===== src/rtl/ads_serial_capture_if.sv =====
// ADC-facing serial bus and result bus of ads_serial_capture.
// The capture block owns everything except the SDO lines, which the ADC drives.
interface ads_serial_capture_if #(
   parameter int N_CH   = 2,
   parameter int DATA_W = 12
);
   logic                   oSDI;
   logic                   oCS_n;
   logic                   oCLK;
   logic [N_CH-1:0]        iSDO;
   logic [N_CH*DATA_W-1:0] odata;
   logic                   odata_valid;
   logic                   obusy;
   logic                   ooverrun;

   modport master (
      output oSDI, oCS_n, oCLK, odata, odata_valid, obusy, ooverrun,
      input  iSDO
   );

   modport slave (
      input  oSDI, oCS_n, oCLK, odata, odata_valid, obusy, ooverrun,
      output iSDO
   );
endinterface


===== src/rtl/ads_serial_capture.sv =====
// SPI-style SAR ADC frame engine.
// Generates CS_n and SCLK, shifts out a fixed command word, and captures N_CH
// SDO lines in parallel. Frames start on a synchronised iSYNC edge or run
// back-to-back in free-run mode.
module ads_serial_capture #(
   parameter int                    N_CH       = 2,
   parameter int                    DATA_W     = 12,
   parameter int                    FRAME_BITS = 32,
   parameter int                    LEAD_BITS  = 2,
   parameter int                    CLK_DIV    = 2,
   parameter int                    CS_HIGH    = 4,
   parameter int                    SYNC_EDGE  = 0,
   parameter logic [FRAME_BITS-1:0] SDI_WORD   = '0
) (
   input  logic                  iCLK,
   input  logic                  iRST,
   input  logic                  iSYNC,
   input  logic                  iFREE_RUN,
   ads_serial_capture_if.master  bus
);

   localparam int BIT_W   = (FRAME_BITS > 1) ? $clog2(FRAME_BITS) : 1;
   localparam int CNT_MAX = (CLK_DIV > CS_HIGH) ? CLK_DIV : CS_HIGH;
   localparam int CNT_W   = (CNT_MAX > 1) ? $clog2(CNT_MAX) : 1;

   localparam logic [CNT_W-1:0] DIV_LOAD   = CNT_W'(CLK_DIV - 1);
   localparam logic [CNT_W-1:0] HOLD_LOAD  = CNT_W'(CS_HIGH - 1);
   localparam logic [BIT_W-1:0] LAST_BIT   = BIT_W'(FRAME_BITS - 1);
   localparam logic [BIT_W-1:0] FIRST_KEEP = BIT_W'(LEAD_BITS);
   localparam logic [BIT_W-1:0] LAST_KEEP  = BIT_W'(LEAD_BITS + DATA_W - 1);

   typedef enum logic [1:0] {
      IDLE,
      SETUP,
      SHIFT,
      HOLD
   } state_e;

   typedef logic [N_CH-1:0][DATA_W-1:0] words_t;

   state_e            state_q, state_d;
   logic [CNT_W-1:0]  cnt_q, cnt_d;
   logic [BIT_W-1:0]  bit_q, bit_d;
   logic              cs_n_q, cs_n_d;
   logic              clk_q, clk_d;
   logic              sdi_q, sdi_d;
   words_t            sh_q, sh_d;
   words_t            data_q, data_d;
   logic              valid_q, valid_d;
   logic              busy_q, busy_d;
   logic              overrun_q, overrun_d;

   logic              sync1_q, sync2_q, hist_q;
   logic              trigger;

   // Two-flop synchroniser for iSYNC plus one history flop for edge detection.
   always_ff @(posedge iCLK) begin
      // NOTE: clocked state always uses non-blocking (<=) so every flop samples
      // the pre-edge values of the others, exactly like the hardware.
      if (iRST) begin
         sync1_q <= 1'b0;
         sync2_q <= 1'b0;
         hist_q  <= 1'b0;
      end else begin
         sync1_q <= iSYNC;
         sync2_q <= sync1_q;
         hist_q  <= sync2_q;
      end
   end

   // History resets to 0, so a level already high at reset release fires once.
   assign trigger = (SYNC_EDGE != 0) ? (sync2_q ^ hist_q) : (sync2_q & ~hist_q);

   // Frame state register and all registered outputs.
   always_ff @(posedge iCLK) begin
      if (iRST) begin
         state_q   <= IDLE;
         cnt_q     <= '0;
         bit_q     <= '0;
         cs_n_q    <= 1'b1;
         clk_q     <= 1'b1;
         sdi_q     <= 1'b0;
         sh_q      <= '0;
         data_q    <= '0;
         valid_q   <= 1'b0;
         busy_q    <= 1'b0;
         overrun_q <= 1'b0;
      end else begin
         state_q   <= state_d;
         cnt_q     <= cnt_d;
         bit_q     <= bit_d;
         cs_n_q    <= cs_n_d;
         clk_q     <= clk_d;
         sdi_q     <= sdi_d;
         sh_q      <= sh_d;
         data_q    <= data_d;
         valid_q   <= valid_d;
         busy_q    <= busy_d;
         overrun_q <= overrun_d;
      end
   end

   // Next-state and output decode; in SHIFT the SCLK level itself marks the phase.
   always_comb begin
      // NOTE: every signal gets a default before the case so no path leaves
      // one unassigned, which would otherwise infer a latch.
      state_d   = state_q;
      cnt_d     = cnt_q;
      bit_d     = bit_q;
      cs_n_d    = cs_n_q;
      clk_d     = clk_q;
      sdi_d     = sdi_q;
      sh_d      = sh_q;
      data_d    = data_q;
      valid_d   = 1'b0;
      busy_d    = busy_q;
      overrun_d = overrun_q | (trigger & (state_q != IDLE) & ~iFREE_RUN);

      unique case (state_q)
         IDLE: begin
            if (trigger || iFREE_RUN) begin
               state_d = SETUP;
               cs_n_d  = 1'b0;
               busy_d  = 1'b1;
               clk_d   = 1'b1;
               cnt_d   = DIV_LOAD;
            end
         end

         SETUP: begin
            if (cnt_q != '0) begin
               cnt_d = cnt_q - CNT_W'(1);
            end else begin
               state_d = SHIFT;
               clk_d   = 1'b0;
               bit_d   = '0;
               sdi_d   = SDI_WORD[LAST_BIT];
               cnt_d   = DIV_LOAD;
            end
         end

         SHIFT: begin
            if (cnt_q != '0) begin
               cnt_d = cnt_q - CNT_W'(1);
            end else if (!clk_q) begin
               // End of low phase: raise SCLK and sample SDO.
               clk_d = 1'b1;
               cnt_d = DIV_LOAD;
               if ((bit_q >= FIRST_KEEP) && (bit_q <= LAST_KEEP)) begin
                  for (int k = 0; k < N_CH; k++) begin
                     sh_d[k] = (sh_q[k] << 1) | DATA_W'(bus.iSDO[k]);
                  end
               end
            end else if (bit_q == LAST_BIT) begin
               // End of the last high phase: close the frame.
               state_d = HOLD;
               cs_n_d  = 1'b1;
               sdi_d   = 1'b0;
               data_d  = sh_q;
               valid_d = 1'b1;
               cnt_d   = HOLD_LOAD;
            end else begin
               // End of a high phase: start the next bit.
               bit_d = bit_q + BIT_W'(1);
               clk_d = 1'b0;
               sdi_d = SDI_WORD[LAST_BIT - (bit_q + BIT_W'(1))];
               cnt_d = DIV_LOAD;
            end
         end

         HOLD: begin
            if (cnt_q != '0) begin
               cnt_d = cnt_q - CNT_W'(1);
            end else if (iFREE_RUN) begin
               // Re-enter directly so CS_n stays high exactly CS_HIGH cycles.
               state_d = SETUP;
               cs_n_d  = 1'b0;
               clk_d   = 1'b1;
               cnt_d   = DIV_LOAD;
            end else begin
               state_d = IDLE;
               busy_d  = 1'b0;
            end
         end

         default: begin
            state_d = IDLE;
         end
      endcase
   end

   assign bus.oSDI        = sdi_q;
   assign bus.oCS_n       = cs_n_q;
   assign bus.oCLK        = clk_q;
   assign bus.odata       = data_q;
   assign bus.odata_valid = valid_q;
   assign bus.obusy       = busy_q;
   assign bus.ooverrun    = overrun_q;

endmodule


===== src/flat_wrapper.sv =====
// flat-port wrapper written by rule: the top's interface ports become plain ports
module ads_serial_capture_flat 
#(
   parameter int                    N_CH       = 2,
   parameter int                    DATA_W     = 12,
   parameter int                    FRAME_BITS = 32,
   parameter int                    LEAD_BITS  = 2,
   parameter int                    CLK_DIV    = 2,
   parameter int                    CS_HIGH    = 4,
   parameter int                    SYNC_EDGE  = 0,
   parameter logic [FRAME_BITS-1:0] SDI_WORD   = '0
)
  (iCLK, iRST, iSYNC, iFREE_RUN, bus_oSDI, bus_oCS_n, bus_oCLK, bus_odata, bus_odata_valid, bus_obusy, bus_ooverrun, bus_iSDO);
  ads_serial_capture_if #(.N_CH(N_CH), .DATA_W(DATA_W)) bus_i ();
  input  logic iCLK;
  input  logic iRST;
  input  logic iSYNC;
  input  logic iFREE_RUN;
  output wire logic [$bits(bus_i.oSDI)-1:0] bus_oSDI;
  output wire logic [$bits(bus_i.oCS_n)-1:0] bus_oCS_n;
  output wire logic [$bits(bus_i.oCLK)-1:0] bus_oCLK;
  output wire logic [$bits(bus_i.odata)-1:0] bus_odata;
  output wire logic [$bits(bus_i.odata_valid)-1:0] bus_odata_valid;
  output wire logic [$bits(bus_i.obusy)-1:0] bus_obusy;
  output wire logic [$bits(bus_i.ooverrun)-1:0] bus_ooverrun;
  input wire logic [$bits(bus_i.iSDO)-1:0] bus_iSDO;
  assign bus_oSDI = bus_i.oSDI;
  assign bus_oCS_n = bus_i.oCS_n;
  assign bus_oCLK = bus_i.oCLK;
  assign bus_odata = bus_i.odata;
  assign bus_odata_valid = bus_i.odata_valid;
  assign bus_obusy = bus_i.obusy;
  assign bus_ooverrun = bus_i.ooverrun;
  assign bus_i.iSDO = bus_iSDO;
  ads_serial_capture #(.N_CH(N_CH), .DATA_W(DATA_W), .FRAME_BITS(FRAME_BITS), .LEAD_BITS(LEAD_BITS), .CLK_DIV(CLK_DIV), .CS_HIGH(CS_HIGH), .SYNC_EDGE(SYNC_EDGE), .SDI_WORD(SDI_WORD)) u_core (.iCLK(iCLK), .iRST(iRST), .iSYNC(iSYNC), .iFREE_RUN(iFREE_RUN), .bus(bus_i));
endmodule

===== config.mk =====
export PLATFORM = sky130hd
export DESIGN_NAME = ads_serial_capture_flat
export DESIGN_NICKNAME = d
export VERILOG_FILES = /design/src/rtl/ads_serial_capture_if.sv /design/src/rtl/ads_serial_capture.sv /design/src/flat_wrapper.sv
export SDC_FILE = /design/constraint.sdc
export NUM_CORES = 1
export LEC_CHECK = 0
export CORE_MARGIN = 5
export CORE_UTILIZATION = 45
export DETAILED_ROUTE_END_ITERATION = 16
export PLACE_DENSITY = 0.67
export SLEW_MARGIN = 20
export SYNTH_ARGS = -nofsm -noshare
export SYNTH_HDL_FRONTEND = slang
export SYNTH_SLANG_ARGS = --single-unit
export TNS_END_PERCENT = 30

===== constraint.sdc =====
create_clock -name iCLK -period 2.45 [get_ports iCLK]
set_clock_uncertainty 0.1 [all_clocks]
set_input_delay 0.6125 -clock iCLK [delete_from_list [all_inputs] [get_ports iCLK]]
set_output_delay 0.6125 -clock iCLK [all_outputs]
set_load 0.02 [all_outputs]

Word-level counts from Yosys, hierarchy flattened
Memories as Yosys holds them, arrays and structs flattened. Index checks and enable logic that the tools add are counted.

Flip-flop bits (word level): 66. Memory bits (read-only): 32. Input bits: 6. Output and inout port bits: 30. Logic and storage cells: 109. Memories kept: 1.

Memory list: (name not given) (words 32, bits a word 1, read ports 1, clocked after Yosys merged registers in 0, write ports 0, RTL line ads_serial_capture.sv:166) `sdi_d = SDI_WORD[LAST_BIT - (bit_q + BIT_W'(1))];`.

Add/sub/neg operators: 3. $lt $le $gt $ge: 3. Eq/ne operators: 14. Muxes and demuxes: 43. Bitwise logic cells: 11. Reduce and logical (&&, ||, !) cells: 18.

Operators by type and width (count): 2-to-1 mux 2 bit (12); bitwise OR 12 x 1 -> 12 bit (2); 2-to-1 mux 1 bit (20); 2-to-1 mux 5 bit (4); one-hot mux 2 bit (4 select lines) (2); AND reduction 4 bit (4); inequality test 2 bit, second input constant (6); one-hot mux 5 bit (2 select lines) (1); AND reduction 5 bit (2); nonzero test 2 bit (4); AND reduction 7 bit (1); < comparator 5 x 6 -> 1 bit, second input constant (1); inequality test 2 x 1 -> 1 bit, second input constant (3); AND reduction 6 bit (1); adder 5 x 1 -> 5 bit, second input constant (1); == test 5 bit, second input constant (1); >= comparator 5 x 2 -> 1 bit, second input constant (1); <= comparator 5 x 4 -> 1 bit, second input constant (1); inverter 1 bit (5); subtractor 5 bit, first input constant (1); == test 2 bit, second input constant (2); one-hot mux 1 bit (2 select lines) (2); one-hot mux 1 bit (4 select lines) (1); OR reduction 4 bit (1); other kinds (11) (13).

Longest topological paths before layout
Depth in word-level cells: 8. Mapped depth: 9. Depth with buffers taken out: 7.

Least setup slack after synthesis
No wires, ideal clock.

Path type: register -> register. Start point: register u_core.bit_q[1]. End point: register u_core.state_q[0]. Setup time: 0.117 ns. Arrival time: 1.723 ns. Data required time: 2.233 ns. Setup slack: 0.509 ns. Stages on the path, launching flop included: 8. Buffers on the path: 0. Clock period less this slack: 1.941 ns. Cell sequence: dfxtp_1 > ha_1 > and3_1 > ha_1 > nand2_1 > a221oi_2 > nand2_1 > a32o_1.

Longest elaborated chain between the ends: 3.

RTL lines: start, declared (RTL line ads_serial_capture.sv:43) `logic [BIT_W-1:0] bit_q, bit_d;`; start signal, assigned (RTL line ads_serial_capture.sv:91) `bit_q <= bit_d;`; == test 5 bit (RTL line ads_serial_capture.sv:154) `end else if (bit_q == LAST_BIT) begin`; inequality test 2 x 1 -> 1 bit (no line); AND reduction 6 bit (no line); end signal, assigned (RTL line ads_serial_capture.sv:89) `state_q <= state_d;`; end, declared (RTL line ads_serial_capture.sv:41) `state_e state_q, state_d;`.

No other way between the ends. A chain may end at the register's enable or synchronous reset.

Worst setup path in the final report
Start point: register u_core.bit_q[1]. End point: register u_core.bit_q[4].

Longest elaborated chain between the ends: 5. Elaborated cells on any way between the ends: 8. Those cells by class: 1 x add/sub; 2 x eq/ne; 4 x mux; 1 x reduce/logical.

RTL lines: adder 5 x 1 -> 5 bit (RTL line ads_serial_capture.sv:164) `bit_d = bit_q + BIT_W'(1);`; 2-to-1 mux 5 bit (RTL line ads_serial_capture.sv:154); 2-to-1 mux 5 bit (RTL line ads_serial_capture.sv:145) `end else if (!clk_q) begin`; 2-to-1 mux 5 bit (RTL line ads_serial_capture.sv:143) `if (cnt_q != '0) begin`; one-hot mux 5 bit (2 select lines) (RTL line ads_serial_capture.sv:119) `unique case (state_q)`.

Several ways; a longest one is shown, not always the timed one. The select of a mux whose other input is x is not followed.

==> run metrics <==
sequential area share after synthesis 0.477; total of max-cap violations 0; horizontal die dimension 87.9 um; result of the run complete, no violations; number of setup buffers added after CTS 0; yosys warns 0; vias per cell 4.92; average detailed-routed wire length per instance 12.5 um; # setup viols final 0; clock tree from TritonCTS done; Floorplan Core Area 0.00592 mm2; CTS clock-pin slew for the worst setup and hold paths 0.07 ns; CTS buffer count 9; count of unresolved DRC violations after routing 0; leftover overflow at the end of global routing 0; setup ws final 0.325 ns; maximum clock insertion buffer count 2; area of the die 0.00772 mm2; Worst Reg-to-Reg Cells 7; largest vdd supply drop 0.000400 V; Final min period 2.13 ns; dominant register cell in the synthesized netlist sky130_fd_sc_hd__dfxtp_1; source-to-sink clock delay at the later pin of the worst-skew pair 0.34 ns; layout overhead on the synthesized area 21.2%; antenna cells 0; All-Layer GR Usage 0.154; required time of the critical path 2.58 ns; Setup crit end kind flop; hold buffer count at CTS 0; RSZ-0062 raised after global routing no; synthesized area per cell 9.19 um2; Final Slew Violations 0; highest net fanout along the worst path 7; number of flip-flops and latches in the synthesized netlist 65; pre-CTS setup slack 0.239 ns; IO Pins 36; Leakage Power 1.19 nW; number of standard cells after synthesis 297; starting density of the core 0.461; final number of hold-violating endpoints 0; power per cell area 771 mW/mm2; classification of the worst-slack hold path reg2reg; overall routed net length 5190 um; die boundary height 87.9 um; cells resized by post-CTS repair 0; area of the mapped netlist 0.00273 mm2; area share of the leading cell type in the synthesized netlist 0.477; initial antenna violation count 0; Worst Setup Path Type reg2reg; RePlAce Congestion 0.823; number of clock sinks 65; Post-layout nets 348; std cell rows 28; achievable clock frequency 471 MHz; Yosys cell types 43; Yosys top cell by area sky130_fd_sc_hd__dfxtp_1; Setup crit start kind flop; first-pass GRT wire length 9200 um; Inst Count DP 398; Synthesized Nets 311; largest net degree at the start of global routing 27; layout cells sized above 1 0.121; Non-Filler Instances 414; H-Tree Depth 3; largest cells by area after synthesis sky130_fd_sc_hd__dfxtp_1 (48%), sky130_fd_sc_hd__mux2i_1 (9.9%), sky130_fd_sc_hd__nand2_1 (9.8%); number of port buffers 34; First-pass DRT Iterations 4; arrival time at the worst endpoint 2.26 ns; master cell of the clock root buffer sky130_fd_sc_hd__clkbuf_8; 1st-iter DRT viols 74; cell depth of the worst min-delay path 2; number of antenna-violating nets in the routed design 0; detailed-route via count 2035; via count of the first global-routing pass 1992; final standard cell utilization of the core 0.559; Post-Route Setup TNS 0 ns; total half-perimeter wirelength after legalization and detailed placement 3510 um; final period utilization 0.867; share of flip-flops with an asynchronous set or reset 0; number of flops mapped to enable cells by yosys 0
[logic make-up (layout without fill, tap and decap cells)]
logic type / Yosys count / after routing / synth area share
muxes: 28 / 28 / 0.103
and+or+nand+nor: 124 / 124 / 0.216
buffers and inverters: 23 / 65 / 0.0545
other: 1 / 1 / 0.00137
adders and majority gates: 8 / 8 / 0.0367
AOI/OAI and AO/OA: 48 / 48 / 0.111
DFF: 65 / 65 / 0.477
[cell usage in the layout (no fill, tap or decap), types with 3 or more instances in the layout]
cell type	instances
sky130_fd_sc_hd__nor2_1	12
sky130_fd_sc_hd__nor2b_1	9
sky130_fd_sc_hd__ha_1	8
sky130_fd_sc_hd__nand3_1	3
sky130_fd_sc_hd__inv_1	7
sky130_fd_sc_hd__nor3_1	3
sky130_fd_sc_hd__nand2_1	71
sky130_fd_sc_hd__buf_4	8
sky130_fd_sc_hd__a21oi_1	32
sky130_fd_sc_hd__dfxtp_1	65
sky130_fd_sc_hd__mux2i_1	27
sky130_fd_sc_hd__nand2_2	10
sky130_fd_sc_hd__o21ai_1	4
sky130_fd_sc_hd__clkdlybuf4s50_1	34
sky130_fd_sc_hd__clkbuf_8	11
[metal layers]
metal	GRT usage	wire length (um)	vias up
met3	0.0442	211	7
met4	0.0711	92	0
li1	-	-	1077
met5	0	0	-
met1	0.201	2540	923
met2	0.235	2350	28
[final cells by class]
| type | count | area, um2 |
|---|---|---|
| Fill cell | 537 | 2610 |
| Sequential cell | 65 | 1300 |
| Multi-Input combinational cell | 209 | 1280 |
| Timing Repair Buffer | 42 | 400 |
| Clock buffer | 12 | 155 |
| Tap cell | 75 | 93.8 |
| Clock inverter | 4 | 51.3 |
| Inverter | 7 | 26.3 |
[state kept, by name, indices dropped and copies added (netlist names), 2 cells and up]
name and flops:
u_core.bus.odata 24, u_core.sh_q 24, u_core.bit_q 5, u_core.cnt_q 2, u_core.state_q 2
[worst max-delay path, cell delays in order (launching register included)]
cell and delay, ns:
sky130_fd_sc_hd__dfxtp_1 0.44, sky130_fd_sc_hd__ha_1 0.22, sky130_fd_sc_hd__and3_1 0.16, sky130_fd_sc_hd__ha_1 0.20, sky130_fd_sc_hd__and3b_1 0.22, sky130_fd_sc_hd__o21ai_1 0.39, sky130_fd_sc_hd__mux2i_1 0.23, sky130_fd_sc_hd__nor2_1 0.05
[per-stage QoR]
step | instance area (um2) | hold slack, ns | total power, mW
after global placement | 3100 | 0.337 | 1.64
after global routing | 3310 | 0.366 | 2.69
after detailed placement | 3100 | 0.327 | 1.65
after floorplan | 2730 | 0.314 | 1.51
after CTS | 3310 | 0.353 | 2.58
final | 3310 | 0.351 | 2.55
[synth_stat cells, drive strengths merged (2+ instances only)]
cell type / n
nor2b: 9
o21ai: 6
nand2: 81
mux2i: 27
dfxtp: 65
a221oi: 2
nand3: 3
nor3: 3
a21oi: 32
ha: 8
or3b: 3
nor2: 14
and2: 2
buf: 9
inv: 7
clkbuf: 7
or2: 2
[report_power, final]
part           leakage (nW)  switching (mW)  internal [mW]
clock network         0.103           0.403          0.526
logic                 0.558           0.270          0.208
registers             0.525          0.0460           1.10
[final timing paths]
check	from	slack, ns	end
hold reg to reg	u_core.sh_q[5]	0.35	u_core.bus.odata[5]
hold / removal	u_core.sh_q[5]	0.35	u_core.bus.odata[5]
setup reg to reg	u_core.bit_q[1]	0.32	u_core.bit_q[4]
setup / recovery	u_core.bit_q[1]	0.32	u_core.bit_q[4]
Power figures use the tool's default switching activity.
